===== src/rtl/duty_slew.sv =====
// Duty-command conditioning: clamps accepted targets and slews duty on PWM period start.
// Optional macro DUTY_SLEW_EN: when defined duty moves at most STEP per period, else it jumps to target.
module duty_slew #(
  parameter logic [11:0] STEP     = 12'h040,
  parameter logic [11:0] DUTY_MIN = 12'h030,
  parameter logic [11:0] DUTY_MAX = 12'hFC0
) (
  input  logic        clk,
  input  logic        rst_n,
  input  logic [11:0] tgt,
  input  logic        tgt_vld,
  output logic        tgt_rdy,
  input  logic        prd_strt,
  input  logic        flt,
  input  logic        flt_clr,
  output logic [11:0] duty,
  output logic        at_tgt,
  output logic        in_flt
);

  typedef enum logic [1:0] {IDLE, RAMP, FAULT} state_t;

`ifdef DUTY_SLEW_EN
  localparam bit SLEW = 1'b1;
`else
  localparam bit SLEW = 1'b0;
`endif
  // Without slewing the limit exceeds any possible |diff|, so a step always lands on target.
  localparam logic [12:0] LIMIT = SLEW ? {1'b0, STEP} : 13'h1000;

  state_t             state;
  logic [11:0]        tgt_q;
  logic [11:0]        tgt_clamped;
  logic [11:0]        tgt_nxt;
  logic [11:0]        stepped;
  logic [11:0]        duty_nxt;
  logic signed [12:0] diff;
  logic signed [12:0] mag;
  logic               accept;
  logic               lands;

  assign accept = tgt_vld & tgt_rdy;

  always_comb begin
    tgt_clamped = tgt;
    if (tgt == 12'h000)
      tgt_clamped = 12'h000;
    else if (tgt < DUTY_MIN)
      tgt_clamped = DUTY_MIN;
    else if (tgt > DUTY_MAX)
      tgt_clamped = DUTY_MAX;
  end

  always_comb begin
    diff    = $signed({1'b0, tgt_q}) - $signed({1'b0, duty});
    mag     = diff[12] ? -diff : diff;
    stepped = tgt_q;
    if ($unsigned(mag) > LIMIT)
      stepped = diff[12] ? (duty - STEP) : (duty + STEP);
  end

  // A step triggered together with an accept uses the old target register.
  always_comb begin
    duty_nxt = prd_strt ? stepped : duty;
    tgt_nxt  = accept ? tgt_clamped : tgt_q;
    lands    = (duty_nxt == tgt_nxt);
  end

  always_ff @(posedge clk or negedge rst_n) begin
    if (!rst_n) begin
      state   <= IDLE;
      tgt_q   <= 12'h000;
      duty    <= 12'h000;
      at_tgt  <= 1'b1;
      in_flt  <= 1'b0;
      tgt_rdy <= 1'b1;
    end else if (flt) begin
      state   <= FAULT;
      duty    <= 12'h000;
      at_tgt  <= 1'b0;
      in_flt  <= 1'b1;
      tgt_rdy <= 1'b0;
    end else if (state == FAULT) begin
      if (flt_clr) begin
        state   <= IDLE;
        tgt_q   <= 12'h000;
        duty    <= 12'h000;
        at_tgt  <= 1'b1;
        in_flt  <= 1'b0;
        tgt_rdy <= 1'b1;
      end
    end else begin
      tgt_q   <= tgt_nxt;
      duty    <= duty_nxt;
      at_tgt  <= lands;
      in_flt  <= 1'b0;
      tgt_rdy <= 1'b1;
      state   <= lands ? IDLE : RAMP;
    end
  end

endmodule


===== config.mk =====
export PLATFORM = sky130hd
export DESIGN_NAME = duty_slew
export DESIGN_NICKNAME = d
export VERILOG_FILES = /design/src/rtl/duty_slew.sv
export SDC_FILE = /design/constraint.sdc
export NUM_CORES = 1
export LEC_CHECK = 0
export ABC_AREA = 1
export BUFFER_PORTS_ARGS = -buffer_cell sky130_fd_sc_hd__buf_2
export CAP_MARGIN = 20
export CELL_PAD_IN_SITES_DETAIL_PLACEMENT = 0
export CELL_PAD_IN_SITES_GLOBAL_PLACEMENT = 1
export CORE_MARGIN = 1.5
export CORE_UTILIZATION = 45
export DETAILED_ROUTE_END_ITERATION = 8
export PLACE_DENSITY_LB_ADDON = 0.1
export REMOVE_ABC_BUFFERS = 1
export SLEW_MARGIN = 20
export SYNTH_ARGS = -nofsm -noshare
export SYNTH_HDL_FRONTEND = slang
export SYNTH_SLANG_ARGS = --single-unit

===== constraint.sdc =====
create_clock -name clk -period 10.9 [get_ports clk]
set_input_delay 1.09 -clock clk [delete_from_list [all_inputs] [get_ports clk]]
set_output_delay 1.09 -clock clk [all_outputs]
set_load 0.05 [all_outputs]

Word-level counts from Yosys, hierarchy flattened
Cells that the tools add are included.

word-level totals
  word-level logic and storage cells = 45
  output and inout port bits = 15
  bits of input ports = 18
  register bits after elaboration = 29

operators by class
  bitwise gates (word level) = 2
  order comparisons = 3
  reductions and logical operators = 2
  equal/unequal tests = 4
  mux-type cells = 24
  $add $sub $neg = 4

operators with widths
  kind                                                                           number
  12-bit two-way mux                                                             11
  13-bit greater-than comparator, second input constant                          1
  13-bit two-way mux                                                             1
  13-bit negator                                                                 1
  12-bit by 12-bit subtractor with 13-bit output                                 1
  12-bit by 7-bit adder with 12-bit output, second input constant                1
  12-bit == test                                                                 1
  12-bit greater-than comparator, second input constant                          1
  12-bit zero test                                                               1
  12-bit by 6-bit less-than comparator with 1-bit output, second input constant  1
  12-bit by 7-bit subtractor with 12-bit output, second input constant           1
  1-bit two-way mux                                                              9
  2-bit two-way mux                                                              3
  3-bit inequality test, second input constant                                   1
  2-bit == test, second input constant                                           1
  2-bit inequality test, second input constant                                   1
  2-bit AND reduction                                                            1
  1-bit AND                                                                      1
  1-bit inverter                                                                 1

Longest topological paths before layout
  depth after elaboration = 10
  mapped depth = 34
  mapped depth without buffers = 33

Worst setup path before layout
Ideal clock, no wire load.

  kind = register to register
  start = register duty[0]
  end = register at_tgt
  period minus slack after synthesis = 3814 ps
  library setup time = 61 ps
  arrival time = 3754 ps
  required time = 10839 ps
  setup slack = 7086 ps
  path buffers = 1
  stages on the path, launching flop included = 27
  path through = dfrtp_1 -> ha_1 -> fa_1 -> inv_1 -> nand3_1 -> nand2_2 -> nand3_1 -> nand3_2 -> inv_4 -> buf_6 -> ha_1 -> nand2_1 -> nor2_1 -> a211oi_1 -> o21ai_0 -> a211oi_1 -> xor2_1 -> nand2_2 -> nand3_1 -> nand2_1 -> nor2_1 -> nand2_1 -> nor2_1 -> nand2_1 -> nand2_1 -> nand2_1 -> nand2_1

between the ends
  cells in the longest elaborated chain, start to end = 9
  elaborated cells on any way between the ends = 12
  classes of those cells = add/sub (4); order compare (1); eq/ne (1); mux (6)

ends and longest elaborated chain
  what                                            line  source
  from (decl)                                     16    output logic [11:0] duty,
  from (signal assigned)                          94    duty <= duty_nxt;
  12-bit by 12-bit subtractor with 13-bit output  55    diff = $signed({1'b0, tgt_q}) - $signed({1'b0, duty});
  13-bit negator                                  56    mag = diff[12] ? -diff : diff;
  13-bit two-way mux                              56
  13-bit greater-than comparator                  58    if ($unsigned(mag) > LIMIT)
  12-bit two-way mux                              58
  12-bit two-way mux (*)                          64    duty_nxt = prd_strt ? stepped : duty;
  12-bit == test (*)                              66    lands = (duty_nxt == tgt_nxt);
  1-bit two-way mux (*)                           83    end else if (state == FAULT) begin
  1-bit two-way mux (*)                           77    end else if (flt) begin
  to (signal assigned)                            95    at_tgt <= lands;
  to (decl)                                       17    output logic at_tgt,

Mark *: on every way between the ends. The rest lies on a longest branch, timed or not.
A chain may end at the register's enable or synchronous reset.

Worst setup path in the final report
Same ends and word-level chain as after synthesis.

==> impl_metrics.py <==
metrics = {
    "timing": {
        "final.setup.tns_ns": 0,
        "finalMaxSlewViolations": 0,
        "fin_crit_sh_pct": 35.74,
        "setup_violations": 0,
        "fmax_ghz": 0.2567,
        "max_slew_margin_pct": 52.39,
        "worst_pin_slew_ns": 0.7134,
        "rsz0062_at_grt": "no",
        "finClkSkew_ns": 0.01080,
        "fin_hold_ws_ns": 0.4747,
        "fin_crit_ns": 3.895,
        "final_hold_viol_count": 0,
    },
    "clock_network": {
        "clock_path_buffers": 2,
        "cts_hold_buf": 0,
        "post_cts_buffers": 0,
        "cts_sinks": 28,
        "clkSlewWorstSetupHoldPaths_ns": 0.10,
        "cts_tree": "built",
        "h-tree-depth": 1,
        "cts_buffers": 3,
        "clk_latency_ns": 0.28,
        "ctsResizeCount": 0,
        "ctsRootBufferMaster": "clkbuf_8",
    },
    "finish": {
        "drive_above_1_share_pct": 13.24,
        "multi_input_area_sq_um": 2111,
        "nets": 598,
        "fillCellCount": 768,
        "syn2layout_area_growth_pct": 8.014,
        "regArea_sq_um": 703.2,
        "design_area_sq_um": 3491,
        "num_antenna_cells": 0,
    },
    "synth": {
        "synth_edf_count": 0,
        "synth_largest_area_cell": "dfrtp_1",
        "ys_types": 37,
        "yosys_warnings": 0,
        "ys.flop_type": "dfrtp_1",
        "synth-seq-cells": 28,
        "synthCells": 534,
        "synth_area_leaders": "dfrtp_1, nand2_1, nand3_1",
        "syn-cell-area_sq_um": 3232,
        "syn_avg_cell_area_sq_um": 6.052,
        "ys_seq_area_share_pct": 21.76,
        "netlist.area_leader.share_pct": 20.13,
        "async_flop_share_pct": 100.0,
    },
    "worst_setup_path": {
        "arrival_ns": 4.12,
        "cp-startpoint": "duty[0]$_DFFE_PN0P_",
        "ff2ff_setup_slack_ns": 7.00,
        "r2r_end": "at_tgt$_DFFE_PN1P_",
        "worstSetupPathType": "flip-flop to flip-flop",
        "start_kind": "flip-flop",
        "critPathMaxFanout": 20,
        "cp.required_ns": 11.13,
        "crit_top_cell": "nand2_1",
        "rr_worst_depth": 25,
        "critPathMaxStageDelay_ns": 0.43,
        "endpoint": "at_tgt$_DFFE_PN1P_",
        "worstSetupEndpointType": "flip-flop",
        "cp_slowest_cell": "dfrtp_1",
        "reg2reg_from": "duty[0]$_DFFE_PN0P_",
    },
    "die": {
        "die_h_microns": 87.75,
        "die_w_microns": 87.75,
        "coreArea_sq_um": 6869,
        "placementRows": 30,
        "dieArea_sq_um": 7699,
        "ioPinCount": 33,
        "start_util_pct": 47.05,
    },
    "global_routing": {
        "grt_overflow": 0,
        "grt_pass1_vias": 3250,
        "grt_pass1_wl_microns": 14570,
        "grt_usage_pct": 23.69,
        "antenna_found_initial": 0,
        "grt_max_degree": 29,
    },
    "run": {
        "maxCapViolCount": 0,
    },
    "placed_design": {
        "placed_area_sq_um": 3450,
        "place_congestion": 0.9078,
        "io_buffers": 32,
        "hpwl_microns": 6910,
    },
    "routing": {
        "drc": 0,
        "dr.pass1.iters": 4,
        "num_vias": 3344,
        "wl_per_cell_microns": 13.16,
        "initialDrtViolationCount": 127,
        "drt_wl_total_microns": 8620,
        "via_per_inst": 5.105,
        "ant_nets": 0,
    },
    "power_and_ir_drop": {
        "p_leak_nw": 1.981,
        "vdd_drop_max_mv": 0.08547,
        "powerDensity_nw_per_um2": 178.0,
    },
    "hold_path": {
        "min_path_type": "flip-flop to flip-flop",
    },
    "outcome": {
        "outcome": "complete, no violations",
    },
}
-- worst min path at each step --
stage | start | end | slack (ns) | cells after the start
2_1_floorplan | tgt_q[6]$_DFFE_PN0P_ | tgt_q[6]$_DFFE_PN0P_ | 0.50 | 2
3_3_place_gp | at_tgt$_DFFE_PN1P_ | at_tgt$_DFFE_PN1P_ | 0.46 | 2
3_5_place_dp | at_tgt$_DFFE_PN1P_ | at_tgt$_DFFE_PN1P_ | 0.46 | 2
4_1_cts | at_tgt$_DFFE_PN1P_ | at_tgt$_DFFE_PN1P_ | 0.47 | 2
5_1_grt | at_tgt$_DFFE_PN1P_ | at_tgt$_DFFE_PN1P_ | 0.52 | 2
6_report | at_tgt$_DFFE_PN1P_ | at_tgt$_DFFE_PN1P_ | 0.47 | 2
-- layout make-up --
type,instances,area share [%]
Tap cell,96,3.441
Timing Repair Buffer,32,4.588
Clock buffer,3,1.183
Inverter,94,10.18
Multi-Input combinational cell,402,60.47
Sequential cell,28,20.14
-- report_power, final --
group	switching, mW	internal [mW]	total, mW
clock	0.0336	0.0249	0.0585
sequential	0.00861	0.115	0.123
combinational	0.297	0.142	0.439
total	0.339	0.282	0.621
-- critical path: cells and delay by family (launching register included) --
| kind | cells | cell delay (ns) |
|---|---|---|
| fa+ha+maj | 3 | 0.97 |
| flops | 1 | 0.43 |
| buf+inv | 2 | 0.22 |
| compound gates | 3 | 0.70 |
| simple gates | 16 | 1.29 |
| xor+xnor | 1 | 0.22 |
-- cell usage after synthesis, drive strengths merged, types with 2 or more instances --
cell type / n
dfrtp: 26
fa: 2
a21oi: 12
ha: 17
nand4: 7
a211oi: 2
nand3: 77
nor4: 3
nor3: 2
o21ai: 21
buf: 5
inv: 94
nor2: 47
nand2: 182
clkbuf: 5
o22ai: 20
xor2: 3
dfstp: 2
-- cell usage in the layout (no fill, tap or decap), types with 3 or more instances in the layout --
master	count
inv_2	3
nand4_1	7
a21oi_1	11
nand2_2	13
nand3_2	3
o22ai_1	20
nand2_4	6
o21ai_0	20
nor2_2	4
buf_2	32
nand2_1	163
xor2_1	3
nor2_1	40
nand3_1	73
dfrtp_1	26
nor2_4	3
inv_1	90
clkbuf_8	3
ha_1	17
-- state kept, by name, summed over array words and instances, names as in the netlist --
signal,count
at_tgt,1
duty,12
state,1
in_flt,1
tgt_q,12
tgt_rdy,1
-- kinds of logic after synthesis --
| group | after synthesis | synth area share, % |
|---|---|---|
| fa+ha+maj | 19 | 7.820 |
| compound gates | 58 | 10.26 |
| simple gates | 321 | 46.15 |
| flops | 28 | 21.76 |
| xor+xnor | 4 | 1.084 |
| buf+inv | 104 | 12.93 |
-- routing by layer --
| layer | track usage, % | part of all wire [%] |
|---|---|---|
| met2 | 41.08 | 46 |
| met5 | 0 | 0 |
| met4 | 5.772 | 1.9 |
| met3 | 1.414 | 3.6 |
| met1 | 32.16 | 49 |
-- per-stage QoR --
step | instances | setup slack, ns | power [mW] | util, %
floorplan | 524 | 7.163 | 0.4754 | -
global placement | 652 | 7.125 | 0.5597 | 50.22
detailed placement | 652 | 7.026 | 0.5627 | 50.22
CTS | 655 | 6.987 | 0.6225 | 50.82
global route | 655 | 6.603 | 0.6871 | 50.82
finish | 655 | 7.005 | 0.6214 | 50.82
Power figures use the tool's default switching activity.
